### src/rtl/pe_array.sv
// 3x3 cross-correlation column engine: a sliding two-column history per input row
// plus the incoming column feed one MAC tree per output row; results are registered.
module pe_array #(
  parameter int INPUTS_MAC = 6,
  parameter int COLS_MAC   = 4   // must be INPUTS_MAC-2: each output row needs rows r..r+2
) (
  input  logic       clk,
  input  logic       rst,
  input  logic       write_kernel,
  input  logic [7:0] inputs_mac  [0:INPUTS_MAC-1],
  input  logic [7:0] weights     [0:8],
  output logic [7:0] outputs_mac [0:COLS_MAC-1]
);

  // Kernel, flattened row-major: w_q[3*k+j] is kernel row k, column j.
  logic [7:0] w_q [0:8];

  // Column history per input row. Only the two most recent columns feed the MAC
  // (the third tap is the live input), so the oldest window slot is never stored.
  logic [7:0] x_mid [0:INPUTS_MAC-1];
  logic [7:0] x_new [0:INPUTS_MAC-1];

  logic [COLS_MAC-1:0][7:0] sum_lo;

  function automatic logic [15:0] mul8(input logic [7:0] a, input logic [7:0] b);
    return {8'd0, a} * {8'd0, b};
  endfunction

  for (genvar r = 0; r < COLS_MAC; r++) begin : g_mac
    // 20 bits holds 9 * 255 * 255 without overflow; only the low byte is kept.
    logic [19:0] acc;

    always_comb begin
      acc = '0;
      for (int k = 0; k < 3; k++) begin
        acc = acc + 20'(mul8(w_q[3*k],     x_mid[r+k]));
        acc = acc + 20'(mul8(w_q[3*k + 1], x_new[r+k]));
        acc = acc + 20'(mul8(w_q[3*k + 2], inputs_mac[r+k]));
      end
    end

    assign sum_lo[r] = 8'(acc);
  end

  // The MAC reads the pre-edge kernel, so a load takes effect one edge later.
  always_ff @(posedge clk) begin
    if (rst) begin
      for (int n = 0; n < 9; n++) w_q[n] <= '0;
      for (int i = 0; i < INPUTS_MAC; i++) begin
        x_mid[i] <= '0;
        x_new[i] <= '0;
      end
      for (int r = 0; r < COLS_MAC; r++) outputs_mac[r] <= '0;
    end else begin
      if (write_kernel) begin
        for (int n = 0; n < 9; n++) w_q[n] <= weights[n];
      end
      for (int i = 0; i < INPUTS_MAC; i++) begin
        x_mid[i] <= x_new[i];
        x_new[i] <= inputs_mac[i];
      end
      for (int r = 0; r < COLS_MAC; r++) outputs_mac[r] <= sum_lo[r];
    end
  end

endmodule

### config.mk
export PLATFORM = sky130hd
export DESIGN_NAME = pe_array
export DESIGN_NICKNAME = d
export VERILOG_FILES = /design/src/rtl/pe_array.sv
export SDC_FILE = /design/constraint.sdc
export NUM_CORES = 2
export LEC_CHECK = 0
export ABC_CLOCK_PERIOD_IN_PS = 10550
export CORE_ASPECT_RATIO = 2
export CORE_MARGIN = 10
export CORE_UTILIZATION = 40
export CTS_BUF_LIST = sky130_fd_sc_hd__clkbuf_4
export DETAILED_ROUTE_END_ITERATION = 8
export SYNTH_ARGS = -nofsm -noshare
export SYNTH_HDL_FRONTEND = slang
export SYNTH_SLANG_ARGS = --single-unit
### constraint.sdc
create_clock -name clk -period 10.55 [get_ports clk]
set_input_delay 1.055 -clock clk [delete_from_list [all_inputs] [get_ports clk]]
set_output_delay 1.055 -clock clk [all_outputs]
set_load 0.01 [all_outputs]
==> reports/qor.yml <==
outcome: "completed"
hold_path_startpoint: "rst"
critPathSlowestCell: "edfxtp_1"
core_region_area_um2: 106000
grt_pass1_wl_um: 252000
dpl_cell_area_um2: 46400
die_h_um: 483
wl_per_cell_um: 29.0
fin_nets: 6175
clock_skew_ps: 61.5
finalCriticalPeriod_ps: 9130
netlist-cell-type-count: 18
ys.warnings.count: 0
grt_pass1_vias: 36100
ant_nets: 0
hold_viol: 0
synth.avg_cell_area_um2: 9.14
grt_max_degree: 73
start_kind: "flop"
gp_congestion: 1.05
floorplan.initialDensity_pct: 40.4
fin_setup_tns_ps: 0
drive_above_1_share_pct: 3.73
hold_path.class: "in -> reg"
finalCritPeriodShare_pct: 86.5
crit_path_max_incr_delay_ps: 1360
drc_errors: 0
ys_ff_latch: 200
clk_transition_reported_paths_ps: 240
worstPathMaxFanout: 17
place_hpwl_um: 139000
syn_nets: 6072
power.ir.vdd_worst_mv: 0.482
setup-violations-final: 0
worstSetupPathType: "reg -> reg"
numCtsBuffers: 17
crit_top_cell: "fa_1"
synthCells: 4689
yosys-top-cells-area: "fa_1 (32%), ha_1 (17%), and2_1 (10%)"
syn_to_final_growth_pct: 9.14
rsz0062_at_grt: "false"
cp.arrival_ps: 10080
cts_tree: "done"
leakagePower_nw: 22.1
async_flop_share_pct: 0
clock_path_buffers: 2
cts_hold_buffers: 0
cp.required_ps: 11500
finalInstanceArea_um2: 46800
yosys.area.top_type: "fa_1"
die_w_um: 251
via_per_inst: 5.35
synth_top_area_share_pct: 32.1
synth_edf_count: 72
fillers: 10600
slew_violations: 0
cp-end-kind: "flop"
drt_iter0_drc: 2430
path_cells: "buf_4 -> nand2_1 -> fa_1 -> inv_1 -> fa_1 -> inv_1 -> fa_1 -> fa_1 -> fa_1 -> fa_1 -> fa_1 -> fa_1 -> fa_1 -> fa_1 -> xnor2_1 -> xnor2_1 -> xnor2_1 -> xnor2_1 -> xnor3_1 -> xnor3_1 -> xnor3_1 -> nor2_1"
ios: 155
startpoint: "w_q[0][41]"
synthesis.area_um2: 42900
vias: 33100
first_pass_iters: 6
tightest_slew_ps: 1480
insertion_delay_ps: 1000
die_area_um2: 121000
ctsResizeCount: 0
max_cap_violations: 0
htree_levels: 4
row_count: 169
root_buffer: "clkbuf_4"
timing.rr.start: "w_q[0][41]"
clock-sinks: 200
grt_overflow_total: 0
antenna_found_initial: 22
drt-total-wl_um: 179000
fmax_mhz: 110
portBuffers: 154
p_per_area_nw_per_um2: 271
post-cts-setup-buffers: 0
grt_util_all_layers_pct: 29.9
synth_flop_cell: "dfxtp_1"
relSlewSlack_pct: 1.56
ys_seq_area_share_pct: 11.0
-- metrics by stage --
stage	hold WS (ps)	power (mW)	instances	utilization (%)	setup slack, ps
detailed placement	461	12.2	6141	43.7	1030
floorplan	438	8.78	4689	-	2170
CTS	364	12.8	6173	44.0	1510
finish	425	12.7	6190	44.1	1420
global route	395	13.7	6177	44.0	1380
global placement	462	12.0	6141	43.7	1090
-- synthesized netlist by cell type, types with 15 or more instances --
cell type	count
inv_1	943
and2_1	695
fa_1	688
nand2_1	673
ha_1	572
xnor2_1	442
clkbuf_1	203
dfxtp_1	128
nor2b_1	114
xor2_1	104
edfxtp_1	72
nor2_1	15
xnor3_1	15
-- cell type report --
| type | count | area (µm²) | share of cell area, % |
|---|---|---|---|
| multi-input cells | 3335 | 33800 | 72.3 |
| flip-flops and latches | 200 | 4730 | 10.1 |
| inverters | 943 | 3540 | 7.57 |
| repair buffers | 295 | 2610 | 5.59 |
| well taps | 1368 | 1710 | 3.66 |
| clock inverters | 15 | 203 | 0.433 |
| clock buffers | 17 | 128 | 0.273 |
| diodes | 17 | 42.5 | 0.0909 |
-- critical path: cells and delay by family, from the launching register on --
family / cells / cell delay [ps]
adders and majority gates: 10 / 5050
buffers and inverters: 3 / 500
and+or+nand+nor: 2 / 170
DFF: 1 / 1360
xor gates and xnor gates: 7 / 1980
-- routing by layer --
layer  wire length, µm  vias up  GRT usage (%)
met1             53300    16500           27.8
met4             21400        8           29.0
met3             13000      926           5.96
met5                50        -              0
met2             91600     1837           53.7
li1                  -    13900              -
-- sequential cells by signal, indices dropped and copies added, names as in the netlist --
name	flops
outputs_mac	32
x_new	48
x_mid	48
w_q	72
-- final timing paths --
| kind | endpoint | slack (ps) | depth (start not counted) |
|---|---|---|---|
| setup reg to reg | outputs_mac[23] | 1420 | 22 |
| setup / recovery | outputs_mac[23] | 1420 | 22 |
| hold / removal | x_new[0][3] | 420 | 2 |
| hold reg to reg | x_mid[5][7] | 490 | 1 |
-- cell families (layout without fill, tap and decap cells) --
family / after synthesis / in the layout / share of synthesized area (%)
AND/OR/NAND/NOR: 1498 / 1498 / 17.8
adder cells (fa/ha/maj): 1260 / 1260 / 48.8
buffers and inverters: 1154 / 1270 / 10.1
XOR/XNOR: 561 / 561 / 11.9
flip-flops: 200 / 200 / 11.0
AO/OA/AOI/OAI: 16 / 16 / 0.234
other: 0 / 17 / 0
-- layout by cell type (no fill, tap or decap), drive strengths merged --
| cell type | n |
|---|---|
| inv | 954 |
| and2 | 695 |
| fa | 688 |
| nand2 | 673 |
| ha | 572 |
| xnor2 | 442 |
| clkdlybuf4s50 | 153 |
| buf | 142 |
| dfxtp | 128 |
| nor2b | 114 |
| xor2 | 104 |
| edfxtp | 72 |
| diode | 17 |
| clkbuf | 17 |
| nor2 | 15 |
| xnor3 | 15 |
| a21o | 8 |
| a21oi | 8 |
| clkinv | 3 |
| or2 | 1 |
| bufinv | 1 |
-- power by group --
group / switching (mW) / total, mW / internal, mW
registers: 0.180 / 1.13 / 0.948
logic: 5.71 / 11.0 / 5.28
clock network: 0.402 / 0.543 / 0.141
total: 6.29 / 12.7 / 6.37
(Power assumes the default switching activity.)
